**src/rtl/uart_pkg.sv**
```systemverilog
// Shared UART types and line-level constants for the TX serializer and RX checker.
package uart_pkg;

  typedef enum logic [2:0] {
    IDLE,
    START,
    DATA,
    PARITY,
    STOP1,
    STOP2
  } tx_state_t;

  // Frame options captured at acceptance. Parity type is folded into the latched parity bit.
  typedef struct packed {
    logic par_en;
    logic stop2;
  } tx_cfg_t;

  localparam logic PAR_EVEN  = 1'b0;
  localparam logic PAR_ODD   = 1'b1;
  localparam logic LINE_IDLE = 1'b1;
  localparam logic START_BIT = 1'b0;

endpackage

```
**src/rtl/uart_parity_calc.sv**
```systemverilog
// Combinational parity generator: XOR reduction of the word, inverted for odd parity.
module uart_parity_calc
  import uart_pkg::*;
#(
  parameter int DATA_WIDTH = 8
) (
  input  logic [DATA_WIDTH-1:0] data,
  input  logic                  par_typ,
  output logic                  par_bit
);

  assign par_bit = (^data) ^ (par_typ == PAR_ODD);

endmodule

```
**src/rtl/uart_tx_frame_serializer.sv**
```systemverilog
// UART transmit engine: start, DATA_WIDTH data bits, optional parity, 1 or 2 stop bits,
// paced by an external baud tick. All outputs are registered.
module uart_tx_frame_serializer
  import uart_pkg::*;
#(
  parameter int DATA_WIDTH = 8,
  parameter bit MSB_FIRST  = 1'b0
) (
  input  logic                  CLK,
  input  logic                  RST,
  input  logic                  baud_tick,
  input  logic [DATA_WIDTH-1:0] P_DATA,
  input  logic                  Data_Valid,
  input  logic                  PAR_EN,
  input  logic                  PAR_TYP,
  input  logic                  STOP2,
  output logic                  TX_OUT,
  output logic                  busy,
  output logic                  frame_done
);

  localparam int CW = $clog2(DATA_WIDTH);

  tx_state_t             state, state_n;
  logic [DATA_WIDTH-1:0] shreg, shreg_n;
  logic [CW-1:0]         cnt, cnt_n;
  tx_cfg_t               cfg, cfg_n;
  logic                  par_q, par_n, par_calc;
  logic                  tx_n, done_n, last_bit;

  uart_parity_calc #(.DATA_WIDTH(DATA_WIDTH)) u_par (
    .data    (P_DATA),
    .par_typ (PAR_TYP),
    .par_bit (par_calc)
  );

  assign last_bit = (cnt == CW'(DATA_WIDTH-1));

  always_comb begin
    state_n = state;
    shreg_n = shreg;
    cnt_n   = cnt;
    cfg_n   = cfg;
    par_n   = par_q;
    case (state)
      IDLE: if (Data_Valid) begin
        state_n = START;
        shreg_n = P_DATA;
        cfg_n   = '{par_en: PAR_EN, stop2: STOP2};
        par_n   = par_calc;
      end
      START: if (baud_tick) begin
        state_n = DATA;
        cnt_n   = '0;
      end
      DATA: if (baud_tick) begin
        shreg_n = MSB_FIRST ? {shreg[DATA_WIDTH-2:0], 1'b0} : {1'b0, shreg[DATA_WIDTH-1:1]};
        cnt_n   = cnt + CW'(1);
        if (last_bit) state_n = cfg.par_en ? PARITY : STOP1;
      end
      PARITY: if (baud_tick) state_n = STOP1;
      STOP1:  if (baud_tick) state_n = cfg.stop2 ? uart_pkg::STOP2 : IDLE;
      uart_pkg::STOP2: if (baud_tick) state_n = IDLE;
      default: state_n = IDLE;
    endcase
  end

  // Line level is a function of the next state so TX_OUT comes straight from a flop.
  always_comb begin
    tx_n = LINE_IDLE;
    case (state_n)
      START:  tx_n = START_BIT;
      DATA:   tx_n = MSB_FIRST ? shreg_n[DATA_WIDTH-1] : shreg_n[0];
      PARITY: tx_n = par_n;
      default: tx_n = LINE_IDLE;
    endcase
  end

  assign done_n = (state != IDLE) && (state_n == IDLE);

  always_ff @(posedge CLK) begin
    if (RST) begin
      state      <= IDLE;
      shreg      <= '0;
      cnt        <= '0;
      cfg        <= '0;
      par_q      <= 1'b0;
      TX_OUT     <= LINE_IDLE;
      busy       <= 1'b0;
      frame_done <= 1'b0;
    end else begin
      state      <= state_n;
      shreg      <= shreg_n;
      cnt        <= cnt_n;
      cfg        <= cfg_n;
      par_q      <= par_n;
      TX_OUT     <= tx_n;
      busy       <= (state_n != IDLE);
      frame_done <= done_n;
    end
  end

endmodule
```
**config.mk**
```make
export PLATFORM = sky130hd
export DESIGN_NAME = uart_tx_frame_serializer
export DESIGN_NICKNAME = d
export VERILOG_FILES = /design/src/rtl/uart_pkg.sv /design/src/rtl/uart_parity_calc.sv /design/src/rtl/uart_tx_frame_serializer.sv
export SDC_FILE = /design/constraint.sdc
export NUM_CORES = 1
export LEC_CHECK = 0
export CORE_MARGIN = 3
export CORE_UTILIZATION = 53
export CTS_BUF_LIST = sky130_fd_sc_hd__clkbuf_4
export CTS_CLUSTER_DIAMETER = 60
export CTS_CLUSTER_SIZE = 25
export DETAILED_ROUTE_END_ITERATION = 10
export HOLD_SLACK_MARGIN = 0.05
export PLACE_DENSITY = 0.8
export SLEW_MARGIN = 5
export SYNTH_ARGS = -nofsm -noshare
export SYNTH_HDL_FRONTEND = slang
export SYNTH_HIERARCHICAL = 1
export SYNTH_SLANG_ARGS = --single-unit
```
**constraint.sdc**
```tcl
create_clock -name CLK -period 1.88 [get_ports CLK]
set_input_delay 0.282 -clock CLK [delete_from_list [all_inputs] [get_ports CLK]]
set_output_delay 0.282 -clock CLK [all_outputs]
set_load 0.02 [all_outputs]
```
# After elaboration in Yosys (flattened, before gate mapping)
# Cells that the tools add are included.
dict set report op_classes {
  addsub 1
  multipliers 0
  div 0
  order_cmp 0
  eq_ne 12
  n_shift 0
  muxes 19
  bitwise 1
  reduce_logical 11
}
# cell n
set ops {}
lappend ops {{two-way mux 3 bit} 11}
lappend ops {{case mux 3 bit (6 select lines)} 1}
lappend ops {{two-way mux 8 bit} 2}
lappend ops {{case mux 8 bit (2 select lines)} 1}
lappend ops {{== test 3 x 2 -> 1 bit (second input constant)} 4}
lappend ops {{== test 3 bit (second input constant)} 3}
lappend ops {{XOR reduction 8 bit} 1}
lappend ops {{== test 3 x 1 -> 1 bit (second input constant)} 2}
lappend ops {{zero test 3 bit} 2}
lappend ops {{inequality test 2 bit (second input constant)} 3}
lappend ops {{case mux 3 bit (2 select lines)} 1}
lappend ops {{AND reduction 3 bit} 2}
lappend ops {{nonzero test 3 bit} 2}
lappend ops {{nonzero test 2 bit} 2}
lappend ops {{adder 3 x 1 -> 3 bit (second input constant)} 1}
lappend ops {{case mux 1 bit (3 select lines)} 1}
lappend ops {{two-way mux 1 bit} 2}
lappend ops {{AND reduction 2 bit} 1}
lappend ops {{logical AND 1 bit} 1}
lappend ops {{XOR 1 bit} 1}
dict set report totals {
  register_bits 20
  latch_bits 0
  ramBits 0
  rom_bits 0
  in_bits 15
  memories 0
}

# Longest topological paths before layout
# Gate-level depths: netlist (run 1).
dict set report depth {
  ltp_word 6
  depth_mapped 6
}

# Modules after synthesis
# The synthesis (run 1) kept the hierarchy.
# mod n_inst cells_each area_per_inst_um2 seq_area_each_um2
set modules_own_cells {}
lappend modules_own_cells {uart_tx_frame_serializer 1 101 935.9 400.4}
lappend modules_own_cells {uart_parity_calc 1 7 82.6 0.0}

# Worst setup path after synthesis (run 1)
# Ideal clock, no wire load.
dict set report synth_path {
  path_kind {reg-to-reg}
  start {register cnt[0]}
  end {register frame_done}
  setup_ns 0.117
  t_arrival_ns 1.495
  t_required_ns 1.763
  path_slack_ns 0.268
  stages_incl_launch_ff 7
  n_path_buf 0
  synth_period_minus_slack_ns 1.612
  cell_sequence {dfxtp_1 -> ha_1 -> ha_1 -> nor2b_1 -> o311a_1 -> or2_0 -> and4b_1}
}
dict set report synth_between {
  elab_chain_cells 6
}
# element line
set synth_lines {}
lappend synth_lines {{from (decl)} uart_tx_frame_serializer.sv:26} ;# logic [CW-1:0] cnt, cnt_n;
lappend synth_lines {{from (signal assigned)} uart_tx_frame_serializer.sv:94} ;# cnt <= cnt_n;
lappend synth_lines {{== test 3 bit} uart_tx_frame_serializer.sv:37} ;# assign last_bit = (cnt == CW'(DATA_WIDTH-1));
lappend synth_lines {{two-way mux 3 bit} uart_tx_frame_serializer.sv:59} ;# if (last_bit) state_n = cfg.par_en ? PARITY : STOP1;
lappend synth_lines {{two-way mux 3 bit} uart_tx_frame_serializer.sv:56} ;# DATA: if (baud_tick) begin
lappend synth_lines {{case mux 3 bit (6 select lines)} uart_tx_frame_serializer.sv:45} ;# case (state)
lappend synth_lines {{zero test 3 bit} uart_tx_frame_serializer.sv:79} ;# assign done_n = (state != IDLE) && (state_n == IDLE);
lappend synth_lines {{logical AND 1 bit} uart_tx_frame_serializer.sv:79}
lappend synth_lines {{to (signal assigned)} uart_tx_frame_serializer.sv:99} ;# frame_done <= done_n;
lappend synth_lines {{to (decl)} uart_tx_frame_serializer.sv:19} ;# output logic frame_done
# Every way passes these cells.
# A chain may end at the register's enable or synchronous reset.

# Final worst setup path (run 1)
dict set report layout_path {
  start {input P_DATA[3]}
  end {register TX_OUT}
}
dict set report layout_between {
  elab_chain_cells 5
}
# element line
set layout_lines {}
lappend layout_lines {{from (decl)} uart_tx_frame_serializer.sv:12} ;# input logic [DATA_WIDTH-1:0] P_DATA,
lappend layout_lines {{XOR reduction 8 bit} uart_parity_calc.sv:12} ;# assign par_bit = (^data) ^ (par_typ == PAR_ODD);
lappend layout_lines {{XOR 1 bit} uart_parity_calc.sv:12}
lappend layout_lines {{via par_calc} uart_tx_frame_serializer.sv:28} ;# logic par_q, par_n, par_calc;
lappend layout_lines {{two-way mux 1 bit} uart_tx_frame_serializer.sv:46} ;# IDLE: if (Data_Valid) begin
lappend layout_lines {{two-way mux 1 bit} uart_tx_frame_serializer.sv:45}
lappend layout_lines {{case mux 1 bit (3 select lines)} uart_tx_frame_serializer.sv:71} ;# case (state_n)
lappend layout_lines {{to (signal assigned)} uart_tx_frame_serializer.sv:97} ;# TX_OUT <= tx_n;
lappend layout_lines {{to (decl)} uart_tx_frame_serializer.sv:17} ;# output logic TX_OUT,
# The timed path passes the listed nets, and every way through them passes these cells.

==> flow_summary_export.csv, run 1 <==
group,metric,value,unit
status,status,"finished clean",
global_routing,antenna_found_initial,0,
detailed_routing,vias,895,
timing,rsz0062_at_grt,"false",
layout,drive_above_1_share,0.136,
floorplanning,fp.dieH,49.8,um
synthesis,avgSynthCellArea,9.43,um2
power_and_ir_drop,fin_total_pwr,0.00100,W
layout,layout_common_cells,"20 x dfxtp_1, 14 x clkdlybuf4s50_1, 11 x nor2_1, 11 x a21oi_1, 11 x buf_4",
global_routing,grt_max_degree,16,
timing,drv_slew,0,
global_routing,grt.overflow.total,0,
clock_network,cts_setup_buffers,0,
timing,tightest_slew,408,ps
worst_setup_path,worst_setup_path_start_kind,"primary input",
worst_setup_path,path_class,"in -> reg",
synthesis,syn-cell-area,1020,um2
detailed_routing,drtIter0Drc,20,
global_routing,grt_use_met2,0.324,
clock_network,cts_inserted_buffers,3,
global_routing,grt_pass1_wl,3.78,mm
timing,setup_viol,0,
synthesis,syn_nets,125,
clock_network,cts_tree,"done",
layout,ff_latch_area,400,um2
floorplanning,rows,15,
clock_network,clockBufferDepth,2,
layout,fillers,150,
worst_hold_path,min-delay-path-class,"in -> reg",
power_and_ir_drop,combPwrFrac,0.305,
power_and_ir_drop,p_leak,0.546,nW
power_and_ir_drop,p_seq_frac,0.484,
floorplanning,io_pins,18,
clock_network,clk_pin_slew,110,ps
clock_network,cts.sinks,20,
worst_setup_path,slowest_stage,"clkdlybuf4s50_1",
timing,skew,2.10,ps
worst_setup_path,crit_chain,"clkdlybuf4s50_1, xnor2_2, xnor3_1, xnor2_1, mux2i_1, o32a_1, a32oi_1",
layout,layout.nets,150,
floorplanning,die_area,2480,um2
power_and_ir_drop,p_clk_frac,0.211,
power_and_ir_drop,powerDensity,773,nW/um2
power_and_ir_drop,p_int,0.000702,W
timing,holdWs,378,ps
clock_network,cts_htree_levels,1,
place,hpwl,1.72,mm
worst_setup_path,crit_buf_inv,1,
global_routing,grt_use_met1,0.254,
timing,period_share,0.958,
synthesis,synth_seq_cells,20,
detailed_routing,first_pass_iters,4,
clock_network,clk_latency,310,ps
timing,slew_headroom,0.725,
detailed_routing,postRouteAntennaNets,0,
detailed_routing,viasPerCell,5.70,
layout,antenna_cells,0,
timing,fmax,0.555,GHz
detailed_routing,wirelength,2.23,mm
floorplanning,die_w,49.8,um
synthesis,seq_area_frac_synth,0.393,
synthesis,netlist_instances,108,
timing,hold_violations,0,
clock_network,ctsRootBufferMaster,"clkbuf_4",
synthesis,yosysUniqueCellTypes,39,
worst_setup_path,cp_max_fo,2,
floorplanning,core,1760,um2
run,max_cap_violations,0,
worst_setup_path,critPathRequiredTime,2120,ps
detailed_routing,drcViolationCount,0,
power_and_ir_drop,vdd.ir_drop.worst,0.000562,V
worst_setup_path,crit_family,"XOR/XNOR gates",
layout,multiInputGateArea,577,um2
place,gp_congestion,0.771,
worst_setup_path,slowest_delay,520,ps
global_routing,grt_pass1_vias,851,
worst_setup_path,worstPathArrival,2040,ps
layout,area_growth,27.5,%
detailed_routing,drt-wirelength-per-cell,14.2,um
place,io_buffers,17,
worst_setup_path,end_kind,"register",
timing,final.setup.tns,0,ps
global_routing,busiest_layer,"met2",
global_routing,use_met3,0.0453,
power_and_ir_drop,switching_power,0.000302,W
floorplanning,initial_core_util,0.577,
layout,final_common_cell,"dfxtp_1",
synthesis,yosysWarnings,6,
timing,layout_min_cycle_time,1800,ps
global_routing,grt.total_usage,0.203,
power_and_ir_drop,p_sw_frac,0.301,
==> logic make-up after synthesis <==
family                   Yosys count  synth area share
AO/OA/AOI/OAI                     32             0.221
XOR/XNOR                           7            0.0811
adder cells (fa/ha/maj)            2            0.0246
multiplexers                       3            0.0295
AND/OR/NAND/NOR                   35             0.203
flip-flops                        20             0.393
buffers and inverters              9            0.0479
==> final timing paths <==
check	cells after the start	slack (ps)	startpoint	endpoint
worst min-delay path	3	380	P_DATA[2]	shreg[2]
worst min register to register	2	460	shreg[3]	shreg[3]
worst max register to register	6	130	cnt[0]	TX_OUT
worst max-delay path	7	80	P_DATA[3]	TX_OUT
==> routing by layer <==
layer	part of all wire	wire, um
met2	0.49	1090
met1	0.46	1020
met3	0.032	71
met4	0.020	44
met5	0	0
==> state kept, by name, summed over array words and instances, names as in the netlist <==
signal,cells
shreg,8
cfg,2
busy,1
state,3
frame_done,1
cnt,3
par_q,1
TX_OUT,1
==> layout make-up <==
type | instances | share of cell area
sequential | 20 | 0.308
clock buffer | 3 | 0.0173
tap | 25 | 0.0241
timing repair buffer | 28 | 0.200
inverter | 1 | 0.00289
multi-input combinational | 79 | 0.444
clock inverter | 1 | 0.00289
==> synthesized netlist by cell type (all sizes together) <==
library cell | n | area share
nand2 | 6 | 0.022
mux2i | 3 | 0.029
xnor2 | 5 | 0.050
nand4b | 1 | 0.0086
o21ai | 1 | 0.0049
a21oi | 11 | 0.054
nor2 | 12 | 0.047
clkbuf | 4 | 0.016
nor3 | 2 | 0.0098
ha | 2 | 0.025
a31oi | 1 | 0.0061
a2bb2oi | 1 | 0.0086
a311o | 1 | 0.0098
a32oi | 1 | 0.0086
a22o | 3 | 0.026
nor4b | 2 | 0.032
inv | 1 | 0.0037
a211oi | 1 | 0.0074
or2 | 1 | 0.0061
xnor3 | 1 | 0.022
buf | 4 | 0.028
nor3b | 1 | 0.0074
xor2 | 1 | 0.0086
o311a | 1 | 0.0098
nand2b | 3 | 0.018
nor4bb | 1 | 0.0098
and4b | 1 | 0.0098
dfxtp | 20 | 0.39
nand3b | 1 | 0.0074
nor2b | 4 | 0.025
o32a | 1 | 0.0098
o211a | 1 | 0.0098
a22oi | 9 | 0.066
==> worst register-to-register path, cell delays in order, from the launching register on <==
cell	delay, ps
dfxtp_1	360
ha_1	210
ha_1	190
nor2b_1	150
o311a_1	330
o32a_1	300
a32oi_1	150
==> what timing repair did <==
item	CTS	global route
resized for setup	0	4
endpoints found under the setup margin	0	1
hold buffers	0	0
==> stage by stage <==
| stage | instance area (um2) | instances | worst slack [ps] | utilization |
|---|---|---|---|---|
| 2_1_floorplan | 1020 | 108 | 268 | - |
| 3_3_place_gp | 1260 | 153 | -256 | 0.713 |
| 3_5_place_dp | 1260 | 153 | -326 | 0.713 |
| 4_1_cts | 1280 | 157 | 3.30 | 0.728 |
| 5_1_grt | 1300 | 157 | 7.21 | 0.736 |
| 6_report | 1300 | 157 | 79.2 | 0.736 |
==> power by group through the flow <==
| stage | Clock (W) | Sequential [W] | Combinational [W] |
|---|---|---|---|
| 2_1_floorplan | 0 | 0.000505 | 0.000180 |
| 3_3_place_gp | 0 | 0.000494 | 0.000291 |
| 3_5_place_dp | 0 | 0.000496 | 0.000302 |
| 4_1_cts | 0.000216 | 0.000486 | 0.000303 |
| 5_1_grt | 0.000239 | 0.000491 | 0.000329 |
| 6_report | 0.000211 | 0.000486 | 0.000306 |
(Power assumes the default switching activity.)
==> run 2, diff against run 1 <==
TNS_END_PERCENT = 5   (was not set)
==> results of run 2 <==
Final layout, timing and power as in run 1 (identical DEF).
==> run 3, diff against run 2 <==
--- a/config.mk
+++ b/config.mk
@@ -7,2 +7,3 @@
 export LEC_CHECK = 0
+export CAP_MARGIN = 20
 export CORE_MARGIN = 3
==> constraint.sdc (replaced) <==
create_clock -name CLK -period 1.88 [get_ports CLK]
set_input_delay 0.564 -clock CLK [delete_from_list [all_inputs] [get_ports CLK]]
set_output_delay 0.564 -clock CLK [all_outputs]
set_load 0.02 [all_outputs]
==> run 3 against run 2 <==
  * Clock skew increased by 1.1 ps
  * Routed wire length grew 0.81%
  * Hold slack better by 85 ps
  * Largest power group unchanged
  * Utilization rose by 0.35 points
  * Maximum frequency shrank 0.79%
  * Largest cell class unchanged
==> flow_summary_export.csv, run 3 (synthesis results as in run 1) <==
group,metric,value,unit
timing,layout_setup_ws,64.9,ps
worst_setup_path,rr_endpoint,"TX_OUT",
global_routing,grt_max_degree,16,
clock_network,cts_tree,"done",
layout,area_growth,28.1,%
worst_setup_path,cp_max_fo,2,
detailed_routing,drtIter0Drc,14,
power_and_ir_drop,p_leak,0.540,nW
floorplanning,fp.dieH,49.8,um
clock_network,clk_pin_slew,110,ps
worst_setup_path,startpoint,"P_DATA[5]",
worst_setup_path,cpMostUsedCell,"xnor2_1",
timing,fmax,0.551,GHz
worst_setup_path,reg2reg_slack,90,ps
place,dpl_cell_area,1280,um2
worst_setup_path,r2r_cells,6,
floorplanning,initial_core_util,0.577,
timing,tightest_slew,429,ps
detailed_routing,postRouteAntennaNets,0,
timing,slew_headroom,0.713,
layout,top_regs,"shreg: 8 flops, cnt: 3 flops, state: 3 flops",
clock_network,clockBufferDepth,2,
global_routing,grt_pass1_vias,892,
worst_setup_path,path_depth,7,
place,hpwl,1.70,mm
place,pre_cts_slack,-577,ps
timing,drv_slew,0,
worst_setup_path,slowest_stage,"o32a_1",
clock_network,hold_buffers,0,
layout,design_area,1310,um2
worst_setup_path,crit_family,"XOR/XNOR gates",
timing,layout_min_cycle_time,1820,ps
timing,rsz0062_at_grt,"true",
clock_network,cts_setup_buffers,0,
clock_network,clk_latency,310,ps
timing,holdWs,463,ps
floorplanning,die_area,2480,um2
detailed_routing,vias,896,
layout,final_common_cell,"dfxtp_1",
clock_network,ctsRootBufferMaster,"clkbuf_4",
detailed_routing,viasPerCell,5.64,
detailed_routing,drcViolationCount,0,
layout,top_register,"shreg",
worst_setup_path,worstPathArrival,2060,ps
layout,layout_common_cells,"20 x dfxtp_1, 12 x buf_4, 11 x nor2_1, 11 x a21oi_1",
global_routing,antenna_found_initial,0,
layout,fillers,146,
detailed_routing,drt-wirelength-per-cell,14.1,um
place,gp_congestion,0.775,
status,status,"finished clean",
clock_network,cts_inserted_buffers,3,
floorplanning,die_w,49.8,um
place,io_buffers,17,
floorplanning,io_pins,18,
detailed_routing,wirelength,2.25,mm
layout,drive_above_1_share,0.187,
worst_setup_path,critPathRequiredTime,2120,ps
timing,final.setup.tns,0,ps
worst_setup_path,rr_startpoint,"cnt[0]",
worst_setup_path,crit_buf_inv,1,
worst_hold_path,min-delay-path-class,"reg -> reg",
clock_network,cts_htree_levels,1,
run,max_cap_violations,0,
worst_setup_path,path_class,"in -> reg",
layout,antenna_cells,0,
layout,layout.nets,152,
worst_setup_path,slowest_delay,360,ps
detailed_routing,first_pass_iters,4,
global_routing,grt.total_usage,0.220,
worst_setup_path,crit_chain,"dlygate4sd2_1, xor2_1, xnor2_1, xnor2_1, mux2i_2, o32a_1, a32oi_1",
timing,hold_violations,0,
worst_setup_path,worst_setup_path_start_kind,"primary input",
global_routing,grt_pass1_wl,4.11,mm
timing,setup_viol,0,
layout,largest_register_ffs,8,
global_routing,grt.overflow.total,0,
timing,skew,3.20,ps
timing,period_share,0.965,
worst_setup_path,cp-endpoint,"TX_OUT",
power_and_ir_drop,fin_total_pwr,0.00103,W
power_and_ir_drop,powerDensity,790,nW/um2
clock_network,cts.sinks,20,
worst_setup_path,end_kind,"register",
power_and_ir_drop,vdd.ir_drop.worst,0.000543,V
floorplanning,core,1760,um2
floorplanning,rows,15,
==> run 3: changes by cell type in the layout (fill, tap and decap cells not counted) <==
cell,change
clkdlybuf4s50_1,-5
clkbuf_2,+3
dlygate4sd2_1,+3
dlymetal6s2s_1,-3
buf_12,+1
buf_4,+1
buf_6,+1
clkdlybuf4s15_1,+1
mux2i_1,-1
mux2i_2,+1
==> run 3: worst min-delay path by stage <==
stage                   from  endpoint  slack [ps]  cells past startpoint
global route        shreg[3]  shreg[3]         490                      2
CTS                 shreg[3]  shreg[3]         460                      2
global placement    shreg[3]  shreg[3]         440                      2
floorplan           shreg[2]  shreg[2]         440                      2
finish              shreg[3]  shreg[3]         460                      2
detailed placement  shreg[3]  shreg[3]         450                      2
==> run 3: stage by stage <==
step	utilization	instances
finish	0.740	159
global route	0.740	159
CTS	0.738	159
detailed placement	0.728	155
global placement	0.728	155
floorplan	-	108
==> run 3: cell type report <==
type,count,area (um2),share of cell area
Clock buffer,3,22.5,0.0173
Timing Repair Buffer,30,263,0.201
Multi-Input combinational cell,79,581,0.445
Tap cell,25,31.3,0.0240
Sequential cell,20,400,0.307
Inverter,1,3.75,0.00288
Clock inverter,1,3.75,0.00288
==> run 3: what timing repair did <==
action / 4_1_cts / 5_1_grt
pin swaps: 6 / 7
resized for setup: 8 / 14
endpoints found under the setup margin: 2 / 1
==> run 3: layer usage <==
metal | global-route usage | up-vias | part of all wire
met1 | 0.275 | 428 | 0.47
li1 | - | 447 | -
met5 | 0 | - | 0
met2 | 0.359 | 17 | 0.49
met4 | 0.115 | 0 | 0.014
met3 | 0.0393 | 4 | 0.032
==> run 3: worst register-to-register path, stage by stage, from the launching register on <==
cell and delay [ps]:
dfxtp_1 360, ha_1 210, ha_1 190, nor2b_1 150, o311a_1 330, o32a_1 340
a32oi_1 140
==> run 3: power by group <==
| part | switching (W) | internal [W] |
|---|---|---|
| Clock | 0.000135 | 0.0000776 |
| Sequential | 0.0000240 | 0.000463 |
| Combinational | 0.000153 | 0.000177 |
